--- src/rtl/ifft4_pkg.sv ---
// Shared types and constants for the 4-point sequential inverse FFT.
package ifft4_pkg;

  localparam int unsigned N = 4;

  typedef enum logic [1:0] {
    S_LOAD   = 2'd0,
    S_ST1    = 2'd1,
    S_ST2    = 2'd2,
    S_UNLOAD = 2'd3
  } state_t;

  typedef logic [1:0] idx_t;

  // Output component width: two bits of growth for a 4-term sum.
  function automatic int unsigned ow_of(input int unsigned dw);
    return dw + 32'd2;
  endfunction

  // The in-place butterfly schedule leaves x[n] at the bit-reversed slot.
  function automatic idx_t bitrev(input idx_t i);
    return {i[0], i[1]};
  endfunction

endpackage

--- src/rtl/ifft4_bfly.sv ---
// Combinational complex radix-2 butterfly; optionally rotates q by +j first.
module ifft4_bfly #(
  parameter int unsigned OW = 10
) (
  input  logic signed [OW-1:0] i_p_re,
  input  logic signed [OW-1:0] i_p_im,
  input  logic signed [OW-1:0] i_q_re,
  input  logic signed [OW-1:0] i_q_im,
  input  logic                 i_rot_j,
  output logic signed [OW-1:0] o_sum_re,
  output logic signed [OW-1:0] o_sum_im,
  output logic signed [OW-1:0] o_dif_re,
  output logic signed [OW-1:0] o_dif_im
);

  logic signed [OW-1:0] w_q_re;
  logic signed [OW-1:0] w_q_im;

  // j*q = (-q.im, q.re); negation stays at full OW width
  always_comb begin
    w_q_re   = i_q_re;
    w_q_im   = i_q_im;
    if (i_rot_j) begin
      w_q_re = -i_q_im;
      w_q_im = i_q_re;
    end
    o_sum_re = i_p_re + w_q_re;
    o_sum_im = i_p_im + w_q_im;
    o_dif_re = i_p_re - w_q_re;
    o_dif_im = i_p_im - w_q_im;
  end

endmodule

--- src/rtl/ifft4_seq.sv ---
// Sequential 4-point radix-2 DIT inverse FFT with valid/ready streaming ports.
// Optional build macro: IFFT4_SCALE_EN scales outputs by 1/4 (floor) at the output mux.
module ifft4_seq
  import ifft4_pkg::*;
#(
  parameter  int unsigned DW = 8,
  localparam int unsigned OW = ow_of(DW)
) (
  input  logic          clk,
  input  logic          rst,
  input  logic          in_valid,
  output logic          in_ready,
  input  logic [DW-1:0] in_re,
  input  logic [DW-1:0] in_im,
  output logic          out_valid,
  input  logic          out_ready,
  output logic [OW-1:0] out_re,
  output logic [OW-1:0] out_im,
  output logic          out_last,
  output logic          busy
);

  logic signed [OW-1:0] r_re [N];
  logic signed [OW-1:0] r_im [N];
  state_t               r_state;
  idx_t                 r_cnt;

  idx_t                 w_p_idx;
  idx_t                 w_q_idx;
  logic                 w_rot_j;
  idx_t                 w_rd_idx;
  logic signed [OW-1:0] w_sum_re;
  logic signed [OW-1:0] w_sum_im;
  logic signed [OW-1:0] w_dif_re;
  logic signed [OW-1:0] w_dif_im;
  logic signed [OW-1:0] w_rd_re;
  logic signed [OW-1:0] w_rd_im;
  logic signed [OW-1:0] w_out_re;
  logic signed [OW-1:0] w_out_im;

  // Butterfly operand selection: ST1 pairs (0,2),(1,3); ST2 pairs (0,1),(2,3) with +j on the second
  always_comb begin
    w_p_idx = {1'b0, r_cnt[0]};
    w_q_idx = {1'b1, r_cnt[0]};
    w_rot_j = 1'b0;
    if (r_state == S_ST2) begin
      w_p_idx = {r_cnt[0], 1'b0};
      w_q_idx = {r_cnt[0], 1'b1};
      w_rot_j = r_cnt[0];
    end
  end

  ifft4_bfly #(.OW(OW)) u_bfly (
    .i_p_re  (r_re[w_p_idx]),
    .i_p_im  (r_im[w_p_idx]),
    .i_q_re  (r_re[w_q_idx]),
    .i_q_im  (r_im[w_q_idx]),
    .i_rot_j (w_rot_j),
    .o_sum_re(w_sum_re),
    .o_sum_im(w_sum_im),
    .o_dif_re(w_dif_re),
    .o_dif_im(w_dif_im)
  );

  // Output mux: x[0] preloaded on entry to UNLOAD, then x[cnt+1] on each accepted sample
  always_comb begin
    w_rd_idx = (r_state == S_UNLOAD) ? bitrev(r_cnt + 2'd1) : 2'd0;
    w_rd_re  = r_re[w_rd_idx];
    w_rd_im  = r_im[w_rd_idx];
`ifdef IFFT4_SCALE_EN
    w_out_re = w_rd_re >>> 2;
    w_out_im = w_rd_im >>> 2;
`else
    w_out_re = w_rd_re;
    w_out_im = w_rd_im;
`endif
  end

  // Frame FSM, in-place register file updates and registered stream outputs
  always_ff @(posedge clk) begin
    if (rst) begin
      for (int i = 0; i < int'(N); i++) begin
        r_re[i] <= '0;
        r_im[i] <= '0;
      end
      r_state   <= S_LOAD;
      r_cnt     <= '0;
      in_ready  <= 1'b1;
      out_valid <= 1'b0;
      out_last  <= 1'b0;
      out_re    <= '0;
      out_im    <= '0;
      busy      <= 1'b0;
    end else begin
      case (r_state)
        S_LOAD: begin
          if (in_valid) begin
            r_re[r_cnt] <= {{(OW-DW){in_re[DW-1]}}, in_re};
            r_im[r_cnt] <= {{(OW-DW){in_im[DW-1]}}, in_im};
            r_cnt       <= r_cnt + 2'd1;
            if (r_cnt == 2'd3) begin
              r_state  <= S_ST1;
              in_ready <= 1'b0;
              busy     <= 1'b1;
            end
          end
        end
        S_ST1, S_ST2: begin
          r_re[w_p_idx] <= w_sum_re;
          r_im[w_p_idx] <= w_sum_im;
          r_re[w_q_idx] <= w_dif_re;
          r_im[w_q_idx] <= w_dif_im;
          r_cnt         <= r_cnt[0] ? 2'd0 : 2'd1;
          if (r_cnt[0]) begin
            if (r_state == S_ST1) begin
              r_state <= S_ST2;
            end else begin
              r_state   <= S_UNLOAD;
              out_valid <= 1'b1;
              out_last  <= 1'b0;
              out_re    <= w_out_re;
              out_im    <= w_out_im;
            end
          end
        end
        S_UNLOAD: begin
          if (out_ready) begin
            if (r_cnt == 2'd3) begin
              r_state   <= S_LOAD;
              r_cnt     <= '0;
              out_valid <= 1'b0;
              out_last  <= 1'b0;
              in_ready  <= 1'b1;
              busy      <= 1'b0;
            end else begin
              r_cnt    <= r_cnt + 2'd1;
              out_re   <= w_out_re;
              out_im   <= w_out_im;
              out_last <= (r_cnt == 2'd2);
            end
          end
        end
        default: r_state <= S_LOAD;
      endcase
    end
  end

endmodule

--- config.mk ---
export PLATFORM = sky130hd
export DESIGN_NAME = ifft4_seq
export DESIGN_NICKNAME = d
export VERILOG_FILES = /design/src/rtl/ifft4_pkg.sv /design/src/rtl/ifft4_bfly.sv /design/src/rtl/ifft4_seq.sv
export SDC_FILE = /design/constraint.sdc
export NUM_CORES = 1
export LEC_CHECK = 0
export ABC_AREA = 0
export BUFFER_PORTS_ARGS = -buffer_cell sky130_fd_sc_hd__buf_2
export CAP_MARGIN = 30
export CORE_ASPECT_RATIO = 1.4
export CORE_UTILIZATION = 58
export CTS_BUF_LIST = sky130_fd_sc_hd__clkbuf_8
export DETAILED_ROUTE_END_ITERATION = 10
export PLACE_DENSITY_LB_ADDON = 0.12
export SLEW_MARGIN = 0
export SYNTH_ARGS = -nofsm -noshare
export SYNTH_HDL_FRONTEND = slang
export SYNTH_SLANG_ARGS = --single-unit
--- constraint.sdc ---
create_clock -name clk -period 4.7 [get_ports clk]
set_clock_uncertainty 0.1 [all_clocks]
set_input_delay 0.235 -clock clk [delete_from_list [all_inputs] [get_ports clk]]
set_output_delay 0.235 -clock clk [all_outputs]
set_load 0.01 [all_outputs]
==> key figures, run 1 <==
Outcome
  – Status: completed

Synth
  – Seq/Total Area, Yosys: 35.8%
  – Post-synthesis cell type count: 62
  – Ys flop type: edfxtp_1
  – Cell Area, Synth: 8280 µm²
  – Warnings from Yosys: 0
  – Number of flops mapped to enable cells by yosys: 80
  – Cells after Synth: 958
  – Synth Net Count: 1028
  – #FFs+latches synth: 108
  – Synthesized area per cell: 8.65 µm²
  – Asr flop ratio synth: 0%

Setup path
  – Crit path capture type: flip-flop
  – Worst r2r src: r_state[0]$_SDFFE_PP0P_
  – WS Path Type: flip-flop to flip-flop
  – Critical path arrival: 4600 ps
  – Reg2reg setup slack: 120 ps
  – R2R depth: 19
  – Worst setup path endpoint: r_re[0][8]$_DFFE_PP_
  – Crit path launch type: flip-flop
  – Crit-path max FO: 7
  – FF-to-FF End: r_re[0][8]$_DFFE_PP_
  – Critical Path Source: r_state[0]$_SDFFE_PP0P_
  – CP required: 4720 ps

Layout
  – Final non-filler cell total: 1182
  – Share of cells above drive strength 1: 13.7%
  – Final Net Count: 1062
  – Syn-to-layout area delta: 10.1%
  – Antenna diode count: 0
  – Final instance area: 9120 µm²

GRT
  – Total GRT Usage: 37.2%
  – Initial antenna violation count: 0
  – First-pass GRT wire length: 40.3 mm
  – Number of global-route vias before repair: 7268
  – Total global routing overflow: 0
  – Largest net degree at the start of global routing: 38

Job
  – MaxCap Viol Count: 0

Pwr
  – Leak: 3.41 nW
  – Pwr Density: 720 nW/µm²
  – Peak supply drop: 0.000418 V

Detailed routing
  – WL final: 26.6 mm
  – Vias per std cell: 6.65
  – DRC Markers: 0
  – Detailed Routing Iterations Pass 1: 5
  – Routed Antenna Nets: 0
  – Drt first-iter violations: 895
  – Wire length per cell: 22.5 µm
  – Vias after detailed routing: 7861

CTS
  – Hold-fix buffers at CTS: 0
  – Clock sinks: 108
  – CTS tree: done
  – H-tree depth: 3
  – Worst-Skew Late Latency: 390 ps
  – Clock Tree Buf Depth: 2
  – TritonCTS buffer count: 9
  – Clk root buf: clkbuf_8
  – Worst-path clk slew: 110 ps

Timing
  – Hold_ws: 74.4 ps
  – Unrepaired setup endpoints after global routing: yes
  – Post-layout min period: 4580 ps
  – Fmax achieved: 218 MHz
  – Slew Limit Fails: 0
  – Slew Limit Headroom: 36.9%
  – Count of final setup violators: 0
  – Setup WS post-layout: 117 ps
  – Fin. Hold Viols: 0
  – Crit share post-route: 97.5%
  – Worst slew pin tran: 944 ps

Placement
  – RD Place Congestion: 0.933
  – Dpl cell area: 8790 µm²
  – HPWL after DPL: 18.8 mm
  – DP Cell Count: 1164
  – Setup WS pre-CTS: -125 ps
  – Port Buffer Count: 43

Die
  – Initial cell density of the core: 59.6%
  – Die X: 103 µm
  – Floorplan row count: 51
  – Die area: 14800 µm²
  – Die height: 143 µm
  – Num ports: 44
  – Core ar.: 13900 µm²

Hold path
  – Hold crit path type: input port to flip-flop
## where the power goes
group | total, mW | internal, mW | switching (mW)
registers | 1.64 | 1.37 | 0.268
clock network | 0.606 | 0.251 | 0.355
logic | 4.32 | 1.62 | 2.69
## area by class of cell
type / instances / area [µm²]
clock buffers: 9 / 124
multi-input cells: 732 / 4960
flip-flops and latches: 108 / 2960
repair buffers: 89 / 568
fillers: 1232 / 4790
inverters: 52 / 195
clock inverters: 7 / 73.8
well taps: 185 / 231
## cell families (layout without fill, tap and decap cells)
group	after synthesis	count (layout)	share of synthesized area [%]
buffers and inverters	118	157	5.80
DFF	108	108	35.8
AOI/OAI and AO/OA	308	308	24.5
muxes	55	55	6.74
adders and majority gates	50	50	7.91
and+or+nand+nor	287	287	15.9
xor gates and xnor gates	32	32	3.38
## how the worst min path moves through the flow
stage / from / slack, ps / cells past startpoint / end
after floorplan: out_ready / 310 / 2 / out_last$_SDFFE_PP0P_
after global placement: in_ready$_SDFFE_PP1P_ / 330 / 2 / in_ready$_SDFFE_PP1P_
after detailed placement: out_last$_SDFFE_PP0P_ / 340 / 2 / out_last$_SDFFE_PP0P_
after CTS: out_ready / 70 / 3 / out_last$_SDFFE_PP0P_
after global routing: out_ready / 80 / 3 / out_last$_SDFFE_PP0P_
final: out_ready / 70 / 3 / out_last$_SDFFE_PP0P_
## metal layers
metal	wire length, µm	up-vias	global-route usage (%)
li1	-	3595	-
met1	10200	3660	48.1
met2	12400	493	59.9
met3	2630	113	5.69
met4	1390	0	18.8
met5	0	-	0
## state kept, by name, indices dropped and copies added (netlist names)
| register | flops |
|---|---|
| out_last | 1 |
| r_re | 40 |
| in_ready | 1 |
| r_cnt | 2 |
| out_valid | 1 |
| out_re | 10 |
| r_im | 40 |
| out_im | 10 |
| r_state | 2 |
| busy | 1 |
## Yosys cell counts, types with 5 or more instances
cell type  number  area share (%)
a211oi_1       38             3.4
a21oi_1        68             4.1
a22oi_1         8            0.72
a2bb2oi_1       5            0.53
a311oi_1       21             2.2
a31oi_1        17             1.3
and2_1          5            0.38
buf_1           5            0.23
buf_2           6            0.36
clkbuf_1       50             2.3
dfxtp_1        28             6.8
edfxtp_1       80              29
ha_1           46             6.9
inv_1          51             2.3
mux2_2          6            0.82
mux2i_1        49             5.9
nand2_1       131             5.9
nand2b_1       10            0.76
nand3_1        12            0.72
nor2_1         59             2.7
nor2b_1        41             3.1
nor3_1          7            0.42
o211ai_1        5            0.45
o21a_1          6            0.54
o21ai_0        33             2.0
o21bai_1       12             1.1
o22ai_1        64             4.8
xnor2_1        23             2.4
xor2_1          9            0.95
## critical path, stage by stage, from the launching register on
cell,delay [ps]
dfxtp_2,380
inv_1,100
ha_2,260
or2_1,310
a2bb2oi_1,160
o22ai_1,210
ha_2,270
xor2_1,160
a21oi_1,100
mux2i_1,260
ha_1,350
nor2b_1,160
o21ai_0,250
a21boi_1,160
o21ai_1,200
a21boi_1,120
o21ai_1,150
mux2i_1,100
a311oi_2,370
o22ai_1,140
## per-stage QoR
| stage | power [mW] | TNS [ps] | utilization, % |
|---|---|---|---|
| 2_1_floorplan | 4.55 | 0 | - |
| 4_1_cts | 6.31 | 0 | 64.7 |
| 6_report | 6.56 | 0 | 65.6 |
| 3_3_place_gp | 5.64 | 0 | 63.2 |
| 3_5_place_dp | 5.69 | -495 | 63.2 |
| 5_1_grt | 6.98 | -326 | 65.6 |
## repair_timing
| item | 4_1_cts | 5_1_grt |
|---|---|---|
| gates cloned | 0 | 0 |
| buffers inserted | 0 | 2 |
| pin swaps | 0 | 4 |
| resized for setup | 2 | 28 |
| setup endpoints to repair | 5 | 28 |
## cell usage in the layout (no fill, tap or decap), types with 6 or more instances in the layout
cell / n
a21oi_1: 65
a22oi_1: 8
dfxtp_1: 27
a31oi_1: 17
buf_4: 44
xnor2_1: 22
o22ai_1: 63
o21ai_1: 7
a211oi_1: 38
ha_1: 41
o21a_1: 6
buf_2: 43
nand3_1: 12
o21bai_1: 12
o21ai_0: 27
xor2_1: 9
nand2b_1: 10
a311oi_1: 20
edfxtp_1: 80
nor2_1: 58
nand2_1: 131
mux2_2: 6
nor2b_1: 41
clkbuf_8: 9
mux2i_1: 47
nor3_1: 6
inv_1: 52
Power figures use the tool's default switching activity.
==> run 2, diff against run 1 <==
==> constraint.sdc (replaced) <==
create_clock -name clk -period 4.7 [get_ports clk]
set_clock_uncertainty 0.1 [all_clocks]
set_input_delay 1.175 -clock clk [delete_from_list [all_inputs] [get_ports clk]]
set_output_delay 1.175 -clock clk [all_outputs]
set_load 0.01 [all_outputs]
==> key figures, run 2 (synthesized netlist as in run 1, its figures left out) <==
CTS
  – Clk root buf: clkbuf_8
  – TritonCTS buffer count: 9
  – H-tree depth: 3
  – Hold-fix buffers at CTS: 0
  – Clock sinks: 108
  – Clock Tree Buf Depth: 2
  – Worst-path clk slew: 110 ps
  – Post-CTS setup buffer count: 0
  – Worst-Skew Late Latency: 410 ps
  – CTS tree: done

Layout
  – Most frequent cells in the layout: nand2_1, edfxtp_1, a21oi_1, o22ai_1, nor2_1
  – Final instance area: 9130 µm²
  – Final Net Count: 1065
  – Fillers: 1217
  – Syn-to-layout area delta: 10.2%
  – Most common cell after layout, fill and taps aside: nand2_1
  – Antenna diode count: 0
  – Biggest regs: r_im (40), r_re (40)
  – Share of cells above drive strength 1: 13.6%
  – Final non-filler cell total: 1185
  – Final core utilization: 65.7%

Setup path
  – Crit path launch type: flip-flop
  – Critical path arrival: 4430 ps
  – WS Path Type: flip-flop to flip-flop
  – CP required: 4720 ps
  – Crit path capture type: flip-flop
  – Crit-path max FO: 14
  – R2R depth: 18

Detailed routing
  – Wire length per cell: 23.0 µm
  – Vias after detailed routing: 7855
  – Detailed Routing Iterations Pass 1: 5
  – WL final: 27.3 mm
  – Drt first-iter violations: 758
  – Vias per std cell: 6.63
  – DRC Markers: 0
  – Routed Antenna Nets: 0

Placement
  – RD Place Congestion: 0.975
  – DP Cell Count: 1169
  – Setup WS pre-CTS: 29.4 ps
  – HPWL after DPL: 18.8 mm
  – Dpl cell area: 8830 µm²
  – Port Buffer Count: 43

Pwr
  – Leak: 3.41 nW
  – Peak supply drop: 0.000528 V
  – Pwr Density: 717 nW/µm²

Die
  – Die X: 103 µm
  – Core ar.: 13900 µm²
  – Num ports: 44
  – Die height: 143 µm
  – Die area: 14800 µm²
  – Floorplan row count: 51
  – Initial cell density of the core: 59.6%

GRT
  – First-pass GRT wire length: 41.4 mm
  – Initial antenna violation count: 0
  – Number of global-route vias before repair: 7385
  – Total GRT Usage: 38.4%
  – Total global routing overflow: 0
  – Largest net degree at the start of global routing: 43

Job
  – MaxCap Viol Count: 0

Timing
  – Fmax achieved: 227 MHz
  – Slew Limit Headroom: 31.9%
  – Setup WS post-layout: 290 ps
  – Fin. Hold Viols: 0
  – Slew Limit Fails: 0
  – Worst slew pin tran: 1020 ps
  – Crit share post-route: 93.8%
  – Post-layout min period: 4410 ps
  – Count of final setup violators: 0

Outcome
  – Status: completed

Hold path
  – Hold Path Depth: 2
  – Hold crit path type: flip-flop to flip-flop
-- run 2: cell types whose count changed in the layout (fill, tap and decap cells not counted), sizes merged --
cell      delta
buf          +3
clkinvlp     +1
inv          -1
-- run 2: timing repair --
item                       4_1_cts  5_1_grt
gates resized for setup          1       20
cloned                           0        0
pin swaps                        0        1
setup endpoints to repair        1       20
-- run 2: critical path, cell delays in order (launching register included) --
cell	delay, ps
dfxtp_1	480
ha_4	220
buf_6	190
nor2b_1	180
buf_4	230
nand2_1	130
a221oi_4	320
nand3_1	190
nor4_2	320
xor2_1	170
a21oi_1	80
mux2_2	290
ha_2	390
inv_1	90
a21oi_1	120
o21ai_0	110
xor2_1	170
a21oi_2	220
o22ai_1	120
-- run 2: routing by layer --
metal  GRT usage, %  vias up  part of all wire (%)
met1           48.5     3675                    38
met2           62.8      500                    47
met3           6.52       91                    11
met5              0        -                     0
li1               -     3589                     -
met4           19.4        0                   4.5
-- run 2: cell type report --
type | count | area [µm²] | area share (%)
clock buffers | 9 | 124 | 1.36
clock inverters | 7 | 82.6 | 0.904
inverters | 52 | 195 | 2.14
multi-input cells | 732 | 4950 | 54.2
flip-flops and latches | 108 | 2960 | 32.4
well taps | 185 | 231 | 2.53
repair buffers | 92 | 587 | 6.43
-- run 2: power breakdown --
group / leakage [nW] / switching (mW) / total [mW] / internal [mW]
logic: 2.25 / 2.70 / 4.30 / 1.60
clock network: 0.0984 / 0.363 / 0.617 / 0.255
registers: 1.06 / 0.260 / 1.63 / 1.37
-- run 2: path summary, 6_finish.rpt --
path,start,to,slack (ps)
setup / recovery,r_state[1]$_SDFFE_PP0P_,r_re[2][9]$_DFFE_PP_,290
hold / removal,in_ready$_SDFFE_PP1P_,in_ready$_SDFFE_PP1P_,350
setup reg to reg,r_state[1]$_SDFFE_PP0P_,r_re[2][9]$_DFFE_PP_,290
hold reg to reg,in_ready$_SDFFE_PP1P_,in_ready$_SDFFE_PP1P_,350
-- run 2: through the flow --
stage | setup TNS, ps | power (mW) | hold slack (ps)
2_1_floorplan | 0 | 4.55 | 367
3_3_place_gp | 0 | 5.68 | 327
3_5_place_dp | 0 | 5.72 | 334
4_1_cts | 0 | 6.36 | 350
5_1_grt | -6.54 | 6.96 | 384
6_report | 0 | 6.55 | 348
